**src/rtl/trdemu_xchg.sv**
```systemverilog
// Emulator-side VG93 exchange block: captures trapped host VG accesses, hands them to
// the emulation code, releases the trap and optionally replays a response byte.
module trdemu_xchg #(
  parameter int REPLAY_TMO = 4096,
  parameter int TMO_W      = 12
) (
  input  logic       fclk,
  input  logic       rst_n,
  input  logic       trap_stb,
  input  logic       trap_wr,
  input  logic [1:0] trap_a,
  input  logic [7:0] trap_wdata,
  input  logic       emu_rd_stb,
  input  logic       emu_wr_stb,
  input  logic [1:0] emu_port,
  input  logic [7:0] emu_wdata,
  output logic [7:0] emu_rdata,
  input  logic       host_rd_stb,
  input  logic [1:0] host_a,
  output logic [7:0] host_rdata,
  output logic       host_rdata_oe,
  output logic       clr_nmi,
  output logic       busy,
  output logic       overrun
);

  typedef enum logic [1:0] {
    ST_IDLE    = 2'd0,
    ST_TRAPPED = 2'd1,
    ST_REPLAY  = 2'd2
  } state_e;

  localparam logic [TMO_W-1:0] TMO_LAST = TMO_W'(REPLAY_TMO - 1);

  state_e             state_q, state_d;
  logic               cap_wr_q, cap_wr_d;
  logic [1:0]         cap_a_q, cap_a_d;
  logic [7:0]         cap_data_q, cap_data_d;
  logic [7:0]         resp_q, resp_d;
  logic               resp_valid_q, resp_valid_d;
  logic               overrun_q, overrun_d;
  logic               clr_nmi_q, clr_nmi_d;
  logic [TMO_W-1:0]   tmo_q, tmo_d;

  logic               wr_p2_s;
  logic               wr_p3_s;
  logic               rd_p0_s;
  logic               ovr_set_s;

  assign wr_p2_s   = emu_wr_stb && (emu_port == 2'd2);
  assign wr_p3_s   = emu_wr_stb && (emu_port == 2'd3);
  assign rd_p0_s   = emu_rd_stb && (emu_port == 2'd0);
  assign ovr_set_s = (state_q == ST_TRAPPED) && trap_stb;

  // State and datapath registers
  always_ff @(posedge fclk or negedge rst_n) begin
    if (!rst_n) begin
      state_q      <= ST_IDLE;
      cap_wr_q     <= 1'b0;
      cap_a_q      <= 2'd0;
      cap_data_q   <= 8'd0;
      resp_q       <= 8'd0;
      resp_valid_q <= 1'b0;
      overrun_q    <= 1'b0;
      clr_nmi_q    <= 1'b0;
      tmo_q        <= '0;
    end else begin
      state_q      <= state_d;
      cap_wr_q     <= cap_wr_d;
      cap_a_q      <= cap_a_d;
      cap_data_q   <= cap_data_d;
      resp_q       <= resp_d;
      resp_valid_q <= resp_valid_d;
      overrun_q    <= overrun_d;
      clr_nmi_q    <= clr_nmi_d;
      tmo_q        <= tmo_d;
    end
  end

  // Next-state logic for the trap / release / replay sequence
  always_comb begin
    state_d      = state_q;
    cap_wr_d     = cap_wr_q;
    cap_a_d      = cap_a_q;
    cap_data_d   = cap_data_q;
    resp_d       = resp_q;
    resp_valid_d = resp_valid_q;
    tmo_d        = tmo_q;
    clr_nmi_d    = 1'b0;
    // a fresh overrun beats a same-cycle status read that would clear it
    overrun_d    = ovr_set_s ? 1'b1 : (rd_p0_s ? 1'b0 : overrun_q);

    case (state_q)
      ST_IDLE: begin
        if (trap_stb) begin
          cap_wr_d     = trap_wr;
          cap_a_d      = trap_a;
          cap_data_d   = trap_wdata;
          resp_valid_d = 1'b0;
          state_d      = ST_TRAPPED;
        end else begin
          state_d      = ST_IDLE;
        end
      end
      ST_TRAPPED: begin
        if (wr_p2_s) begin
          resp_d       = emu_wdata;
          resp_valid_d = 1'b1;
        end else begin
          resp_valid_d = resp_valid_q;
        end
        if (wr_p3_s) begin
          clr_nmi_d = 1'b1;
          if (emu_wdata[0] && !cap_wr_q && resp_valid_q) begin
            state_d = ST_REPLAY;
            tmo_d   = '0;
          end else begin
            state_d = ST_IDLE;
          end
        end else begin
          state_d = ST_TRAPPED;
        end
      end
      ST_REPLAY: begin
        if (trap_stb) begin
          cap_wr_d     = trap_wr;
          cap_a_d      = trap_a;
          cap_data_d   = trap_wdata;
          resp_valid_d = 1'b0;
          state_d      = ST_TRAPPED;
        end else if (host_rd_stb && (host_a == cap_a_q)) begin
          resp_valid_d = 1'b0;
          state_d      = ST_IDLE;
        end else if (tmo_q == TMO_LAST) begin
          resp_valid_d = 1'b0;
          state_d      = ST_IDLE;
        end else begin
          tmo_d        = tmo_q + {{(TMO_W-1){1'b0}}, 1'b1};
        end
      end
      default: begin
        state_d = ST_IDLE;
      end
    endcase
  end

  // Exchange port read mux
  always_comb begin
    emu_rdata = 8'hFF;
    case (emu_port)
      2'd0:    emu_rdata = {busy, overrun_q, resp_valid_q, cap_wr_q, 2'b00, cap_a_q};
      2'd1:    emu_rdata = cap_data_q;
      2'd2:    emu_rdata = resp_q;
      2'd3:    emu_rdata = 8'hFF;
      default: emu_rdata = 8'hFF;
    endcase
  end

  assign busy          = (state_q == ST_TRAPPED);
  assign overrun       = overrun_q;
  assign clr_nmi       = clr_nmi_q;
  assign host_rdata    = resp_q;
  assign host_rdata_oe = (state_q == ST_REPLAY) && (host_a == cap_a_q);

endmodule

```
**config.mk**
```make
export PLATFORM = sky130hd
export DESIGN_NAME = trdemu_xchg
export DESIGN_NICKNAME = d
export VERILOG_FILES = /design/src/rtl/trdemu_xchg.sv
export SDC_FILE = /design/constraint.sdc
export NUM_CORES = 1
export LEC_CHECK = 0
export CORE_UTILIZATION = 45
export CTS_CLUSTER_SIZE = 40
export DETAILED_ROUTE_END_ITERATION = 8
export PLACE_DENSITY = 0.74
export SYNTH_ARGS = -nofsm -noshare
export SYNTH_HDL_FRONTEND = slang
export SYNTH_SLANG_ARGS = --single-unit
```
**constraint.sdc**
```tcl
create_clock -name fclk -period 5.65 [get_ports fclk]
set_clock_uncertainty 0.1 [all_clocks]
set_input_delay 0.565 -clock fclk [delete_from_list [all_inputs] [get_ports fclk]]
set_output_delay 0.565 -clock fclk [all_outputs]
set_load 0.005 [all_outputs]
```
==> impl_summary.log <==
[metrics] last weighted congestion value of the routability-driven placer: 0.851
[metrics] total wirelength of the detailed-routed design: 4620 µm
[metrics] library cell occupying the most area in the post-synthesis netlist: sky130_fd_sc_hd__dfrtp_1
[metrics] via density per instance: 6.10
[metrics] Port-buffer cells: 48
[metrics] Crit path required time: around 5.0 ns
[metrics] final count of negative-setup-slack endpoints: 0
[metrics] Critical Path Sink Type: output port
[metrics] fraction of synthesis flops using an asynchronous set or reset pin: 1.00
[metrics] CTS buffer count: 5
[metrics] EDFF count, synth: 0
[metrics] routed wirelength normalized by instance count: 17.5 µm
[metrics] final hold violations: 0
[metrics] primary flip-flop cell chosen by synthesis mapping: sky130_fd_sc_hd__dfrtp_1
[metrics] placed cell count: around 260
[metrics] share of the yosys chip area belonging to registers: 0.472
[metrics] Pwr per Cell Area: ~390 mW/mm²
[metrics] Clock Tree Root: sky130_fd_sc_hd__clkbuf_8
[metrics] residual overflow from global routing: 0
[metrics] area fraction of the dominant cell type after synthesis: 0.472
[metrics] detailed-routing iteration count for the pre-antenna-repair pass: 4
[metrics] vias post-DR: 1610
[metrics] antenna cell count: 0
[metrics] vias in the first global route: between 1500 and 2000
[metrics] number of standard cells after synthesis: around 170
[metrics] Post-Place Cell Area: 0.00241 mm²
[metrics] placed wire-length estimate: ~3300 µm
[metrics] path type of the worst setup path: in -> out
[metrics] die area: 0.00451 mm²
[metrics] Starting Density: 0.474
[metrics] highest metal used: met4
[metrics] DRT iter0 DRCs: roughly 100
[metrics] logic gate share of total power: 0.349
[metrics] Pins Over Slew Limit: 0
[metrics] maxcap violations: 0
[metrics] count of placed standard cells in the final layout, fillers left out: around 260
[metrics] largest net degree at the start of global routing: 37
[metrics] crit start category: primary input
[metrics] num ports: just under 50
[metrics] part of the cycle the worst path needs: 0.553
[metrics] Gates resized, CTS repair: 0
[metrics] number of nets in the layout: 244
[metrics] die width: ~67 µm
[metrics] layout cell share with drive strength beyond 1: 0.187
[metrics] internal portion of total power: ~690 µW
[metrics] final antenna-violating net count: 0
[metrics] clock slew at reported path FFs: ~0.070 ns
[metrics] relative slew slack: 0.227
[metrics] final-layout worst hold slack: around 0.42 ns
[metrics] Skew-Pair Late Insertion Delay: between 0.2 and 0.3 ns
[metrics] summed negative setup slack over all endpoints: 0 ns
[metrics] outcome: completed
[metrics] Routed met2 length: 2280 µm
[metrics] global routing usage summed across all routing layers: 0.243
[metrics] count of yosys warnings during synthesis: 0
[metrics] min Tclk post-route: 3.12 ns
[metrics] Syn Nets: approximately 200
[metrics] Syn Area/Cell: between 10 and 15 µm²
[metrics] net switching power: ~290 µW
[metrics] maximum buffer depth of the clock tree: 2
[metrics] cell row count: 23
[metrics] main area contributors after synthesis: sky130_fd_sc_hd__dfrtp_1, sky130_fd_sc_hd__mux2_2, sky130_fd_sc_hd__o22a_1
[metrics] DRC: 0
[metrics] area delta synth->final: 31.2%
[metrics] data arrival time of the critical path: roughly 2.5 ns
[metrics] CTS tree: yes
[metrics] Leakage: approximately 0.001 µW
[metrics] path category of the worst min-delay check: reg -> reg
[metrics] Netlist Area Pre-Place: about 0.0019 mm²
[metrics] unique cell type count in the Yosys netlist: between 40 and 50
[metrics] transition time of the tightest slew-check pin: 1.16 ns
[metrics] met3 layer wire length in the routed design: approximately 350 µm
[metrics] critical path peak fanout: 15
[metrics] chip height: roughly 67 µm
[metrics] sequential cell fraction of total power: 0.453
[metrics] postcts setup bufs: 0
[metrics] largest vdd supply drop: 0.248 mV
[metrics] clock network fraction of total power: 0.198
[metrics] RSZ-0062 raised after global routing: false
[metrics] met1 routed wirelength after detailed routing: 1930 µm
[metrics] core region area: 0.00403 mm²
[metrics] count of H-tree levels built during CTS: 2
[metrics] number of sinks driven by the clock tree: 36
[metrics] first-pass GRT wire length: between 8000 and 9000 µm
[metrics] post-layout instance area: approximately 0.0025 mm²
[metrics] Sw Ratio: 0.293
[metrics] Achievable Freq: 320 MHz
[metrics] CTS Hold Buffers Added: 0
[metrics] antenna violations before repair: 0
[metrics] number of register bits inferred by synthesis: 36
==> through the flow <==
stage | util | total power (µW) | worst slack [ns]
2_1_floorplan | - | 605 | 3.48
3_3_place_gp | 0.598 | 773 | 2.56
3_5_place_dp | 0.598 | 787 | 2.52
4_1_cts | 0.622 | 988 | 2.52
5_1_grt | 0.622 | 1050 | 2.45
6_report | 0.622 | 976 | 2.53
==> Yosys cell counts, types with 3 or more instances <==
cell type,instances
sky130_fd_sc_hd__dfrtp_1,36
sky130_fd_sc_hd__mux2_2,24
sky130_fd_sc_hd__o22a_1,10
sky130_fd_sc_hd__a31oi_1,8
sky130_fd_sc_hd__nor2_1,8
sky130_fd_sc_hd__nand2_1,7
sky130_fd_sc_hd__nand3_1,7
sky130_fd_sc_hd__clkbuf_1,6
sky130_fd_sc_hd__a21oi_1,5
sky130_fd_sc_hd__nand4_1,4
sky130_fd_sc_hd__o21ai_0,4
sky130_fd_sc_hd__a41oi_1,3
sky130_fd_sc_hd__and3_1,3
sky130_fd_sc_hd__and4_1,3
sky130_fd_sc_hd__inv_1,3
==> sequential cells by signal, indices dropped and copies added (netlist names) <==
name	flops
resp_valid_q	1
overrun	1
cap_a_q	2
tmo_q	12
clr_nmi	1
cap_wr_q	1
cap_data_q	8
host_rdata	8
state_q	2
==> power groups by stage <==
stage               Sequential, µW  Clock, µW  Combinational [µW]
finish                         443        194                 340
global route                   459        214                 378
detailed placement             446          0                 342
floorplan                      420          0                 185
CTS                            442        201                 345
global placement               441          0                 332
==> logic make-up after synthesis <==
| logic type | after synthesis | share of synthesized area |
|---|---|---|
| XOR/XNOR | 2 | 0.00918 |
| multiplexers | 26 | 0.152 |
| buffers and inverters | 13 | 0.0328 |
| adder cells (fa/ha/maj) | 1 | 0.00655 |
| flip-flops | 36 | 0.472 |
| AO/OA/AOI/OAI | 48 | 0.196 |
| AND/OR/NAND/NOR | 42 | 0.132 |
==> worst paths after layout <==
kind | startpoint | cells after the start | slack, ns | to
setup / recovery | emu_port[0] | 4 | 2.53 | emu_rdata[5]
hold / removal | cap_data_q[2]$_DFFE_PN0P_ | 1 | 0.42 | cap_data_q[2]$_DFFE_PN0P_
setup reg to reg | state_q[0]$_DFFE_PN0P_ | 4 | 3.42 | tmo_q[9]$_DFFE_PN0P_
hold reg to reg | cap_data_q[2]$_DFFE_PN0P_ | 1 | 0.42 | cap_data_q[2]$_DFFE_PN0P_
max in group asynchronous | rst_n | 2 | 4.52 | tmo_q[3]$_DFFE_PN0P_
min in group asynchronous | rst_n | 2 | 0.61 | tmo_q[7]$_DFFE_PN0P_
==> area by class of cell <==
cell class / count / area (µm²)
fill: 345 / 1520
sequential: 36 / 901
multi-input combinational: 119 / 946
timing repair buffer: 49 / 488
tap: 50 / 62.6
inverter: 3 / 11.3
clock buffer: 7 / 96.3
==> placed cells by master, fill, tap and decap left out, types with 3 or more instances in the layout <==
master,count
sky130_fd_sc_hd__clkdlybuf4s50_1,48
sky130_fd_sc_hd__and3_1,3
sky130_fd_sc_hd__nor2_1,8
sky130_fd_sc_hd__mux2_2,24
sky130_fd_sc_hd__dfrtp_1,36
sky130_fd_sc_hd__nand2_1,7
sky130_fd_sc_hd__and4_1,3
sky130_fd_sc_hd__o21ai_0,4
sky130_fd_sc_hd__a31oi_1,8
sky130_fd_sc_hd__a21oi_1,5
sky130_fd_sc_hd__o22a_1,10
sky130_fd_sc_hd__nand3_1,7
sky130_fd_sc_hd__a41oi_1,3
sky130_fd_sc_hd__inv_1,3
sky130_fd_sc_hd__nand4_1,4
sky130_fd_sc_hd__clkbuf_8,7
==> worst max-delay path, cell delays in order <==
cell and delay [ns]:
sky130_fd_sc_hd__clkdlybuf4s50_1 0.85, sky130_fd_sc_hd__mux2_2 0.40, sky130_fd_sc_hd__o22a_1 0.20, sky130_fd_sc_hd__clkdlybuf4s50_1 0.44
==> per-layer routing <==
metal | global-route usage | vias up
met3 | 0.0811 | 6
met5 | 0 | -
met2 | 0.400 | 74
met4 | 0.0957 | 0
li1 | - | 740
met1 | 0.290 | 790
Power figures use the tool's default switching activity.
